**src/rtl/cpu_pkg.sv**
```systemverilog
// cpu_pkg: shared widths, reset vector and memory-controller state type.
// Imported by the memory controller and its wait-state timer.
package cpu_pkg;

   localparam int ADDR_W = 24;
   localparam int DATA_W = 16;

   localparam logic [ADDR_W-1:0] PC_START = 24'd9216;

   typedef enum logic [1:0] {
      IDLE,
      SETUP,
      ACCESS,
      DONE
   } mem_state_t;

endpackage

```
**src/rtl/mem_wait_timer.sv**
```systemverilog
// mem_wait_timer: loadable down-counter with zero flag for SRAM wait states.
// Ports: clk, reset (async, high), load_i, dec_i, zero_o.
module mem_wait_timer #(
   parameter int WAIT_CYCLES = 2
) (
   input  logic clk,
   input  logic reset,
   input  logic load_i,
   input  logic dec_i,
   output logic zero_o
);

   localparam int CW = $clog2(WAIT_CYCLES + 1);
   localparam logic [CW-1:0] LOAD_VAL = CW'(WAIT_CYCLES - 1);

   if (WAIT_CYCLES < 1) begin : g_bad_wait
      $error("mem_wait_timer: WAIT_CYCLES must be at least 1");
   end

   logic [CW-1:0] cnt_q;
   logic [CW-1:0] cnt_d;

   always_comb begin
      cnt_d = cnt_q;
      if (load_i) begin
         cnt_d = LOAD_VAL;
      end else if (dec_i && (cnt_q != '0)) begin
         cnt_d = cnt_q - CW'(1);
      end
   end

   always_ff @(posedge clk or posedge reset) begin
      if (reset) begin
         cnt_q <= '0;
      end else begin
         cnt_q <= cnt_d;
      end
   end

   assign zero_o = (cnt_q == '0);

endmodule

```
**src/rtl/core_mem_ctrl.sv**
```systemverilog
// core_mem_ctrl: core valid/ready port to timed async-SRAM cycle sequencer.
// Ports: clk, reset (async, high); req_* in, req_ready/rsp_* out;
// mem_* SRAM pins (all registered); disp_value only with MEM_CTRL_MMIO_EN.
module core_mem_ctrl
   import cpu_pkg::*;
#(
   parameter int ADDR_W = cpu_pkg::ADDR_W,
   parameter int DATA_W = cpu_pkg::DATA_W,
   parameter int WAIT_CYCLES = 2,
   parameter logic [ADDR_W-1:0] MMIO_ADDR = 24'hFFFFFF
) (
   input  logic              clk,
   input  logic              reset,
   input  logic              req_valid,
   input  logic              req_we,
   input  logic [ADDR_W-1:0] req_addr,
   input  logic [DATA_W-1:0] req_wdata,
   output logic              req_ready,
   output logic              rsp_valid,
   output logic [DATA_W-1:0] rsp_rdata,
   output logic [ADDR_W-1:0] mem_addr,
   output logic              mem_ce_n,
   output logic              mem_oe_n,
   output logic              mem_we_n,
   output logic [DATA_W-1:0] mem_dq_out,
   output logic              mem_dq_oe,
   input  logic [DATA_W-1:0] mem_dq_in
`ifdef MEM_CTRL_MMIO_EN
   ,
   output logic [DATA_W-1:0] disp_value
`endif
);

   mem_state_t        state_q;
   logic              we_q;
   logic              rsp_valid_q;
   logic [DATA_W-1:0] rdata_q;
   logic [ADDR_W-1:0] addr_q;
   logic              ce_n_q;
   logic              oe_n_q;
   logic              we_n_q;
   logic [DATA_W-1:0] dq_out_q;
   logic              dq_oe_q;
   logic              tmr_zero;

`ifdef MEM_CTRL_MMIO_EN
   logic [DATA_W-1:0] disp_q;
   assign disp_value = disp_q;
`else
   logic unused_mmio;
   assign unused_mmio = ^MMIO_ADDR;
`endif

   mem_wait_timer #(
      .WAIT_CYCLES(WAIT_CYCLES)
   ) u_tmr (
      .clk   (clk),
      .reset (reset),
      .load_i(state_q == SETUP),
      .dec_i (state_q == ACCESS),
      .zero_o(tmr_zero)
   );

   always_ff @(posedge clk or posedge reset) begin
      if (reset) begin
         state_q     <= IDLE;
         we_q        <= 1'b0;
         rsp_valid_q <= 1'b0;
         rdata_q     <= '0;
         addr_q      <= '0;
         ce_n_q      <= 1'b1;
         oe_n_q      <= 1'b1;
         we_n_q      <= 1'b1;
         dq_out_q    <= '0;
         dq_oe_q     <= 1'b0;
`ifdef MEM_CTRL_MMIO_EN
         disp_q      <= '0;
`endif
      end else begin
         unique case (state_q)
            IDLE: begin
               if (req_valid) begin
`ifdef MEM_CTRL_MMIO_EN
                  if (req_addr == MMIO_ADDR) begin
                     // Display register: answer at once, SRAM untouched.
                     state_q     <= DONE;
                     rsp_valid_q <= 1'b1;
                     if (req_we) begin
                        disp_q <= req_wdata;
                     end else begin
                        rdata_q <= disp_q;
                     end
                  end else begin
`endif
                     state_q <= SETUP;
                     we_q    <= req_we;
                     addr_q  <= req_addr;
                     ce_n_q  <= 1'b0;
                     if (req_we) begin
                        dq_out_q <= req_wdata;
                        dq_oe_q  <= 1'b1;
                     end
`ifdef MEM_CTRL_MMIO_EN
                  end
`endif
               end
            end
            SETUP: begin
               state_q <= ACCESS;
               if (we_q) begin
                  we_n_q <= 1'b0;
               end else begin
                  oe_n_q <= 1'b0;
               end
            end
            ACCESS: begin
               if (tmr_zero) begin
                  state_q     <= DONE;
                  oe_n_q      <= 1'b1;
                  we_n_q      <= 1'b1;
                  rsp_valid_q <= 1'b1;
                  if (!we_q) begin
                     rdata_q <= mem_dq_in;
                  end
               end
            end
            DONE: begin
               // Data stays driven through DONE for write hold time.
               state_q     <= IDLE;
               rsp_valid_q <= 1'b0;
               ce_n_q      <= 1'b1;
               dq_oe_q     <= 1'b0;
            end
         endcase
      end
   end

   assign req_ready  = (state_q == IDLE);
   assign rsp_valid  = rsp_valid_q;
   assign rsp_rdata  = rdata_q;
   assign mem_addr   = addr_q;
   assign mem_ce_n   = ce_n_q;
   assign mem_oe_n   = oe_n_q;
   assign mem_we_n   = we_n_q;
   assign mem_dq_out = dq_out_q;
   assign mem_dq_oe  = dq_oe_q;

endmodule

```
**config.mk**
```make
export PLATFORM = sky130hd
export DESIGN_NAME = core_mem_ctrl
export DESIGN_NICKNAME = d
export VERILOG_FILES = /design/src/rtl/cpu_pkg.sv /design/src/rtl/mem_wait_timer.sv /design/src/rtl/core_mem_ctrl.sv
export SDC_FILE = /design/constraint.sdc
export NUM_CORES = 1
export LEC_CHECK = 0
export CORE_MARGIN = 4
export CORE_UTILIZATION = 45
export CTS_CLUSTER_DIAMETER = 120
export CTS_CLUSTER_SIZE = 25
export DETAILED_ROUTE_END_ITERATION = 16
export PLACE_DENSITY = 0.82
export RECOVER_POWER = 100
export SETUP_SLACK_MARGIN = 0.5
export SYNTH_ARGS = -nofsm -noshare
export SYNTH_HDL_FRONTEND = slang
export SYNTH_HIERARCHICAL = 1
export SYNTH_SLANG_ARGS = --single-unit
```
**constraint.sdc**
```tcl
create_clock -name clk -period 4.67 [get_ports clk]
set_clock_uncertainty 0.15 [all_clocks]
set_input_delay 0.467 -clock clk [delete_from_list [all_inputs] [get_ports clk]]
set_output_delay 0.467 -clock clk [all_outputs]
set_load 0.01 [all_outputs]
```
; Yosys cells after proc, flatten, opt, wreduce, memory -nomap -nowiden
; Cells that the tools add are included.
[op_classes]
n_eq_ne = 8
reduce_logical = 17
bitwise = 1
n_mux = 16
add_sub_neg = 1
[op_table]
columns = operator, count
row1 = $reduce_and 3->1, 5
row2 = $ne 2x2->1 const B, 5
row3 = $pmux 1 s2, 5
row4 = $reduce_bool 2->1, 5
row5 = $mux 2, 4
row6 = $pmux 2 s4, 1
row7 = $reduce_and 2->1, 4
row8 = $mux 1, 6
row9 = $eq 2x2->1 const B, 2
row10 = $logic_not 2->1, 2
row11 = $eq 2x1->1 const B, 1
row12 = $sub 2x1->2 const B, 1
row13 = $logic_and 1x1->1, 1
row14 = $not 1->1, 1
[word_totals]
inputBits = 60
word_cells = 54
register_bits = 66

; Depth between registers and ports, before layout
; Gate-level depths: netlist of run 1.
[depth]
word_depth = 4
mapped_depth = 5

; Hierarchy
; The synthesis of run 1 kept the hierarchy.
[by_module_without_submodules]
columns = mod, area_per_inst_um2, cells_each, n_inst
row1 = core_mem_ctrl, 2622.5, 167, 1
row2 = mem_wait_timer, 120.1, 12, 1

; Worst setup path before layout of run 1
; No wires, ideal clock.
[synth_path]
path_type = register to register
start = register state_q[0]
end = register dq_out_q[0] (netlist: mem_dq_out[0])
setup_slack_ps = 2982
required_ps = 4395
t_arrival_ps = 1413
period_less_slack_ps = 1688
n_path_buf = 1
path_stages_with_launch = 6
setup_time_ps = 125
cell_sequence = dfrtp_1 inv_1 ha_1 nand3_4 clkbuf_8 mux2_2
[synth_via]
elab_chain_len = 2
[synth_rtl]
columns = element, line
row1 = start: declaration, core_mem_ctrl.sv:34  ; mem_state_t state_q;
row2 = start signal: assignment, core_mem_ctrl.sv:66  ; state_q <= IDLE;
row3 = start signal: assignment, core_mem_ctrl.sv:95  ; state_q <= SETUP;
row4 = start signal: assignment, core_mem_ctrl.sv:109  ; state_q <= ACCESS;
row5 = $logic_not 2->1, --
row6 = via req_ready, core_mem_ctrl.sv:18  ; output logic req_ready,
row7 = $reduce_and 3->1 (no line), --
row8 = end signal: assignment, core_mem_ctrl.sv:100  ; dq_out_q <= req_wdata;
row9 = end: declaration, core_mem_ctrl.sv:42  ; logic [DATA_W-1:0] dq_out_q;
; The timed path passes the listed nets, and every way through them passes these cells.
; A chain may end at the register's enable or synchronous reset.

; Final worst setup path of run 1
[layout_path]
start = register state_q[0]
end = output req_ready
[layout_via]
elab_chain_len = 1
[layout_rtl]
columns = element, line
row1 = $logic_not 2->1, core_mem_ctrl.sv:138  ; assign req_ready = (state_q == IDLE);
row2 = end: declaration, core_mem_ctrl.sv:18
; Every way passes these cells.

==> results of run 1 <==
## state kept, by name, indices dropped and copies added (netlist names)
name,count
u_tmr/cnt_q,2
mem_dq_out,16
rsp_rdata,16
mem_we_n,1
mem_ce_n,1
mem_dq_oe,1
rsp_valid,1
we_q,1
mem_oe_n,1
state_q,2
mem_addr,24
## layout by cell type, fill, tap and decap left out, drive strengths merged, types with 2 or more instances in the layout
master,Yosys,routed
clkinvlp,0,2
mux2i,4,4
bufinv,0,2
ha,7,7
nand2b,3,3
clkdlybuf4s50,0,57
dlygate4sd3,0,64
dfstp,3,3
dfrtp,63,63
nor2b,2,2
and2b,2,2
mux2,58,58
clkinv,0,3
nor2,4,4
inv,9,9
clkbuf,1,9
o21ai,2,2
nand2,2,2
a21oi,5,5
## logic make-up after synthesis
logic type,after synthesis
buf+inv,13
compound gates,11
flops,66
fa+ha+maj,7
simple gates,20
mux,62
## worst register-to-register path, delay by kind of cell, from the launching register on
family | cells | cell delay, ns
AND/OR/NAND/NOR | 1 | 0.60
adder cells (fa/ha/maj) | 1 | 0.28
buffers and inverters | 1 | 0.16
flip-flops | 1 | 0.40
multiplexers | 1 | 0.52
## per-stage QoR
step	hold slack [ns]	utilization (%)	area [sq um]	setup slack, ns	total power, W
floorplan	0.0582	-	2740	2.46	0.00169
global placement	0.335	67.7	4010	2.50	0.00236
detailed placement	0.341	67.7	4010	2.50	0.00241
CTS	0.176	71.4	4230	2.22	0.00294
global route	0.289	70.9	4200	2.17	0.00297
finish	0.299	70.9	4200	2.25	0.00277
## metal layers
| metal | GRT usage, % | part of all wire (%) | vias to the layer above |
|---|---|---|---|
| met5 | 0 | 0 | - |
| met2 | 27.0 | 46 | 87 |
| li1 | - | - | 883 |
| met4 | 7.34 | 1.9 | 0 |
| met1 | 20.3 | 40 | 887 |
| met3 | 8.36 | 12 | 11 |
## where the power goes
| group | total (W) | internal (W) | switching (W) |
|---|---|---|---|
| Sequential | 0.00101 | 0.000874 | 0.000139 |
| Combinational | 0.00123 | 0.000732 | 0.000502 |
| Clock | 0.000520 | 0.000299 | 0.000221 |
## cells in the mapped netlist
cell,count,area share [%]
inv_1,9,1.2
o31ai_1,1,0.27
nand3_4,1,0.64
nand2b_1,3,0.68
nor2b_1,2,0.46
dfstp_2,3,2.9
nor3_1,1,0.18
and2b_2,2,0.64
or2_2,1,0.23
mux2i_1,4,1.5
nand2_2,1,0.23
dfrtp_1,63,57
nor2_4,1,0.41
or4b_1,1,0.36
o21ai_0,2,0.36
o2bb2ai_1,1,0.32
nand2_1,1,0.14
and4_1,1,0.32
o22ai_1,1,0.23
a21oi_1,5,0.91
nand3b_4,1,0.73
ha_1,7,3.2
or3b_2,1,0.32
buf_6,3,1.2
a21bo_2,1,0.36
mux2_2,58,24
nor2_1,3,0.41
clkbuf_8,1,0.50
## final timing paths
kind	startpoint	endpoint	slack [ns]	depth (start not counted)
worst max-delay path	state_q[0]	req_ready	2.25	3
worst min register to register	rsp_rdata[10]	rsp_rdata[10]	0.35	1
max in group asynchronous	reset	rsp_rdata[7]	2.54	3
worst max register to register	state_q[0]	mem_dq_out[8]	2.45	4
worst min-delay path	reset	u_tmr/cnt_q[1]	0.30	2
min in group clk	rsp_rdata[10]	rsp_rdata[10]	0.35	1
## area by class of cell
cell class / instances / area share, %
inverter: 9 / 0.805
sequential: 66 / 39.4
tap: 75 / 2.24
multi-input combinational: 100 / 23.3
clock inverter: 7 / 2.24
clock buffer: 9 / 2.95
timing repair buffer: 122 / 29.0
==> results.ini, run 1 <==
[drt]
wl_um = 5970
first_iter_violations = 36
wl_per_cell_um = 15.4
dr.pass1.iters = 4
via_per_inst = 4.81
antenna_left = 0
dr_total_vias = 1868
route.detailed.drc = 0

[floorplanning]
core_area_sq_um = 5920
die_w_um = 86.1
die_area_sq_um = 7410
initial_core_util_pct = 46.3
pin_count = 122
die_h_um = 86.1
rows = 28

[setup_path]
crit_buf_inv = 2
worstPathArrival_ns = 1.80
crit_fanout = 5
end_kind = primary output
crit_required_ns = 4.05
slowest_stage = dlygate4sd3_1
slowest_delay_ns = 0.63
path_cells = inv_1, ha_1, dlygate4sd3_1
path_delay_family = buffers and inverters
crit_path_start_kind = register
crit_type = reg -> out

[status]
status = complete, no violations

[power]
ir_drop_mv = 0.412
power.density_nw_per_um2 = 660
leakagePower_nw = 1.82

[sta]
fin_crit_ns = 2.42
setup_viol_count_final = 0
rsz0062_at_grt = no
max_slew_margin_pct = 19.7
finalHoldViolCount = 0
fmax_mhz = 414
tns_ns = 0
tightestPinTransition_ns = 1.20
layout_worst_path_cycle_share_pct = 51.7
drv_slew = 0

[run]
drv_cap = 0

[cts]
cts_buffers = 9
postCtsSetupRepairBufs = 0
clk_pin_slew_ns = 0.07
cts_root_buffer = clkbuf_8
cts_sinks = 66
clock_latency_ns = 0.33
cts_buffer_depth = 2
tritoncts = yes
cts_resized = 0
cts_hold_buf = 0
htree_levels = 3

[placement]
place.gp.congestion = 0.698
dp_cells = 372
place.port_buffers = 121
dp_hpwl_um = 4530

[global_route]
grt_max_degree = 34
grtUsageTotal_pct = 17.3
overflow = 0
antenna_found_initial = 0
grt_pass1_vias = 2071
grt_pass1_wl_um = 9810

[synth]
synth_simple_gate_area_share_pct = 5.75
yosysWarningCount = 6
postSynthCellCount = 179
synth_top_family_by_area = multiplexers
synth_compound_area_share_pct = 2.46
synth_fa_ha_area_share_pct = 3.19
synth-seq-area-share_pct = 60.4
synth_area_per_cell_sq_um = 15.3
muxShareOfSynthArea_pct = 25.3
synth-seq-cells = 66
ys_types = 28
syn_nets = 246
synth_area_sq_um = 2740
synthXorXnorAreaFrac_pct = 0

[finish]
stdcell_count = 388
drive_above_1_share_pct = 26.5
regArea_sq_um = 1660
area_growth_pct = 53.0
multi_input_area_sq_um = 977
final_nets = 375
antenna_cells = 0
fill_cells = 424

[hold_path]
min_path_type = in -> async

No activity file was read; power rests on OpenSTA's default activity.
==> run 2: changes to the inputs <==
Settings changed: CORE_UTILIZATION 45 to 38, PLACE_DENSITY 0.82 to 0.74.
Clock period 4.67 ns to 2.12 ns, I/O delays scaled along.
==> results.ini, run 2 (same netlist as run 1, synthesis figures left out) <==
[drt]
route.detailed.drc = 0
wl_um = 6600
dr.pass1.iters = 4
antenna_left = 0
first_iter_violations = 23
dr_total_vias = 1932
wl_per_cell_um = 15.9
via_per_inst = 4.64

[setup_path]
crit_required_ns = 2.23
crit_path_start_kind = register
r2r-start = state_q[0]
worstPathArrival_ns = 1.85
r2r_end = mem_oe_n
end_kind = register
crit_type = reg -> reg
r2r_slack_ns = 0.39
ff2ff_path_depth = 5
crit_fanout = 8

[power]
leakagePower_nw = 1.80
ir_drop_mv = 0.728
power.density_nw_per_um2 = 1400

[placement]
place.port_buffers = 121
dp_hpwl_um = 4650
dp_slack_ns = 0.312
place.gp.congestion = 0.784
dp_cells = 395

[finish]
stdcell_count = 416
largest_reg_flops = 24
area_growth_pct = 55.3
final_common_cell = dfrtp_1
antenna_cells = 0
final_nets = 383
drive_above_1_share_pct = 28.7
finish.utilization_pct = 61.7
final_cell_mix = dfrtp_1, mux2_2, clkdlybuf4s50_1

[global_route]
overflow = 0
antenna_found_initial = 0
grt_max_degree = 27
grt_pass1_wl_um = 10400
grt_pass1_vias = 2144
grtUsageTotal_pct = 15.3

[cts]
clk_pin_slew_ns = 0.07
tritoncts = yes
clock_latency_ns = 0.33
cts_buffers = 9
cts_root_buffer = clkbuf_8
cts_buffer_depth = 2
cts_sinks = 66
htree_levels = 3

[sta]
max_slew_margin_pct = 52.8
finalHoldViolCount = 0
tightestPinTransition_ns = 0.704
layout_setup_ws_ns = 0.387
fmax_mhz = 577
drv_slew = 0
layout_worst_path_cycle_share_pct = 81.7
rsz0062_at_grt = yes
setup_viol_count_final = 0
tns_ns = 0
fin_crit_ns = 1.73

[hold_path]
min_path_type = in -> reg
min_to = mem_dq_out[1]
min_from = req_wdata[1]
worstHoldPathCells = 2

[floorplanning]
die_h_um = 93.0
die_area_sq_um = 8640
core_area_sq_um = 6910
rows = 30
initial_core_util_pct = 39.7
pin_count = 122
die_w_um = 93.0

[run]
drv_cap = 0

[status]
status = complete, no violations

## run 2: cell types whose count changed in the layout (fill, tap and decap cells not counted), moves of 3 or more
| cell | delta |
|---|---|
| dfstp_1 | +3 |
| dfstp_2 | -3 |
| clkdlybuf4s25_1 | +25 |
| clkbuf_1 | +7 |
| buf_12 | +3 |
| dlygate4sd2_1 | +5 |
| dlygate4sd3_1 | -37 |
## run 2: critical path, cell delays in order (launching register included)
cell	delay, ns
dfrtp_1	0.39
clkbuf_1	0.14
ha_1	0.31
or3b_2	0.47
a21oi_1	0.13
nor3_1	0.07
## run 2: area by class of cell
class / count / area (sq um)
clock buffers: 9 / 124
clock inverters: 6 / 35.0
fillers: 575 / 2650
inverters: 9 / 37.5
multi-input cells: 101 / 1030
flip-flops and latches: 66 / 1660
well taps: 96 / 120
repair buffers: 128 / 1250
repair inverters: 1 / 5.00
## run 2: how the worst max path moves through the flow
stage,startpoint,cells past startpoint,end
finish,state_q[0],5,mem_oe_n
global route,state_q[0],5,mem_oe_n
CTS,state_q[1],5,mem_oe_n
detailed placement,req_valid,4,state_q[1]
global placement,req_valid,4,state_q[1]
floorplan,state_q[0],5,mem_dq_out[0]
## run 2: report_power, final
group,leakage (nW),internal [W],switching (W)
logic,0.943,0.00164,0.00119
clock network,0.0806,0.000408,0.000457
registers,0.774,0.00192,0.000331
total,1.80,0.00397,0.00197
## run 2: layer usage
| layer | up-vias | global-route usage, % | part of all wire [%] |
|---|---|---|---|
| li1 | 899 | - | - |
| met1 | 945 | 19.4 | 41 |
| met2 | 80 | 24.0 | 49 |
| met3 | 8 | 5.36 | 9.0 |
| met4 | 0 | 5.98 | 1.2 |
| met5 | - | 0 | 0 |
## run 2: timing repair
item / CTS / global route
buffers inserted: 2 / 1
gates cloned: 1 / 1
endpoints found under the hold margin: 2 / 0
pin swaps: 0 / 1
setup endpoints to repair: 66 / 93
gates resized for setup: 12 / 46
hold buffers: 1 / 0
## run 2: stage by stage
stage	cell area (sq um)	total power [W]	hold WS, ns
3_3_place_gp	4090	0.00524	0.307
2_1_floorplan	2750	0.00372	-0.197
5_1_grt	4260	0.00637	0.335
3_5_place_dp	4090	0.00533	0.308
6_report	4260	0.00595	0.343
4_1_cts	4300	0.00628	0.327
==> run 3: changes to the inputs <==
Settings changed: CORE_UTILIZATION 38 to 42, PLACE_DENSITY 0.74 to 0.77.
Clock period 2.12 ns to 1.7 ns, I/O delays scaled along.
==> results.ini, run 3 (same netlist as run 1, synthesis figures left out) <==
[power]
power_frac_clock_pct = 18.5
seq_power_share_pct = 34.6
switching_share_pct = 34.2
power.density_nw_per_um2 = 1850
p_comb_share_pct = 46.8
leakagePower_nw = 1.91
ir_drop_mv = 0.880
p_sw_w = 0.00279
p_int_w = 0.00538

[setup_path]
r2r-start = state_q[1]
worstPathArrival_ns = 1.32
crit_type = reg -> out
path_delay_family = flip-flops
path_cells = inv_4, ha_2, buf_6
crit_path_start = state_q[0]
crit_fanout = 5
slowest_stage = dfrtp_1
crit_buf_inv = 2
crit_path_start_kind = register
end_kind = primary output
crit_required_ns = 1.38
slowest_delay_ns = 0.41

[floorplanning]
initial_core_util_pct = 43.2
die_w_um = 88.8
rows = 29
core_area_sq_um = 6350
die_h_um = 88.8
pin_count = 122
die_area_sq_um = 7890

[hold_path]
min_from = mem_dq_in[8]
min_path_type = in -> reg

[sta]
setup_viol_count_final = 0
drv_slew = 0
fin_crit_ns = 1.64
layout_worst_path_cycle_share_pct = 96.4
hold_slack_ns = 0.273
finalHoldViolCount = 0
fmax_mhz = 610
tightestPinTransition_ns = 0.684
max_slew_margin_pct = 54.4
tns_ns = 0
rsz0062_at_grt = yes
layout_setup_ws_ns = 0.0614

[drt]
wl_per_cell_um = 16.5
route.detailed.drc = 0
wl_um = 7160
first_iter_violations = 17
dr_total_vias = 2093
antenna_left = 0
dr.pass1.iters = 4
via_per_inst = 4.81

[cts]
cts_root_buffer = clkbuf_8
cts_buffers = 9
clock_latency_ns = 0.34
clk_pin_slew_ns = 0.07
cts_sinks = 66
htree_levels = 3
tritoncts = yes
cts_buffer_depth = 2

[finish]
final_nets = 420
final_cell_mix = dfrtp_1, clkbuf_1, clkdlybuf4s50_1
area_growth_pct = 60.7
largest_reg_flops = 24
stdcell_count = 435
antenna_cells = 0
drive_above_1_share_pct = 36.3

[run]
drv_cap = 0

[placement]
dp_cells = 382
dp_slack_ns = 0.0255
dp_hpwl_um = 4620
place.gp.congestion = 0.741
place.port_buffers = 121

[global_route]
overflow = 0
grt_pass1_vias = 2258
antenna_found_initial = 0
grt_max_degree = 32
grt_pass1_wl_um = 10800
grtUsageTotal_pct = 18.2

[status]
status = complete, no violations

-- run 3: changes by cell type in the layout (fill, tap and decap cells not counted), moves of 10 or more --
cell             change
clkdlybuf4s25_1     -25
mux2_2              -16
clkbuf_1            +55
buf_4               +23
buf_6               +10
dlygate4sd3_1       -25
mux2_1              +15
-- run 3: cell type report --
class                      count  area (sq um)
sequential                    66          1660
tap                           77          96.3
fill                         513          1940
clock buffer                  11           151
timing repair buffer         165          1220
inverter                       9          42.5
multi-input combinational    102          1150
clock inverter                 5          85.1
-- run 3: power by group through the flow --
stage                     clock network, W  registers, W  logic (W)
after floorplan                          0       0.00318    0.00150
after global placement                   0       0.00280    0.00382
after detailed placement                 0       0.00285    0.00389
after CTS                          0.00155       0.00281    0.00408
after global routing               0.00164       0.00293    0.00414
final                              0.00151       0.00283    0.00383
-- run 3: layer usage --
| metal | wire, um | GRT usage, % | up-vias |
|---|---|---|---|
| li1 | - | - | 980 |
| met1 | 2650 | 20.2 | 1007 |
| met2 | 3650 | 31.8 | 92 |
| met3 | 655 | 5.96 | 14 |
| met4 | 201 | 7.97 | 0 |
| met5 | 0 | 0 | - |
-- run 3: timing repair --
action / 4_1_cts / 5_1_grt
hold endpoints to repair: 6 / 2
setup buffers: 15 / 16
hold buffers: 1 / 1
setup endpoints to repair: 127 / 172
cloned: 4 / 1
pin swaps: 6 / 9
resized for setup: 296 / 27
-- run 3: through the flow --
step	area, sq um	utilization, %	total power (W)
final	4410	69.4	0.00818
after global routing	4410	69.4	0.00872
after CTS	4450	70.1	0.00845
after detailed placement	4120	64.8	0.00673
after global placement	4120	64.8	0.00662
after floorplan	2760	-	0.00468
-- run 3: worst register-to-register path, stage by stage (launching register included) --
cell and delay (ns):
dfrtp_2 0.44, buf_4 0.15, ha_4 0.16, nor2b_4 0.13, nor2_2 0.17, mux2_4 0.31
-- run 3: path summary, 6_finish.rpt --
path                       slack (ns)  depth (start not counted)       endpoint
max                              0.06                          3      req_ready
min                              0.27                          2   rsp_rdata[8]
max reg2reg                      0.07                          5     state_q[1]
min reg2reg                      0.34                          1  rsp_rdata[13]
max in group asynchronous        0.30                          4   rsp_rdata[5]
min in group asynchronous        0.35                          3    mem_addr[7]
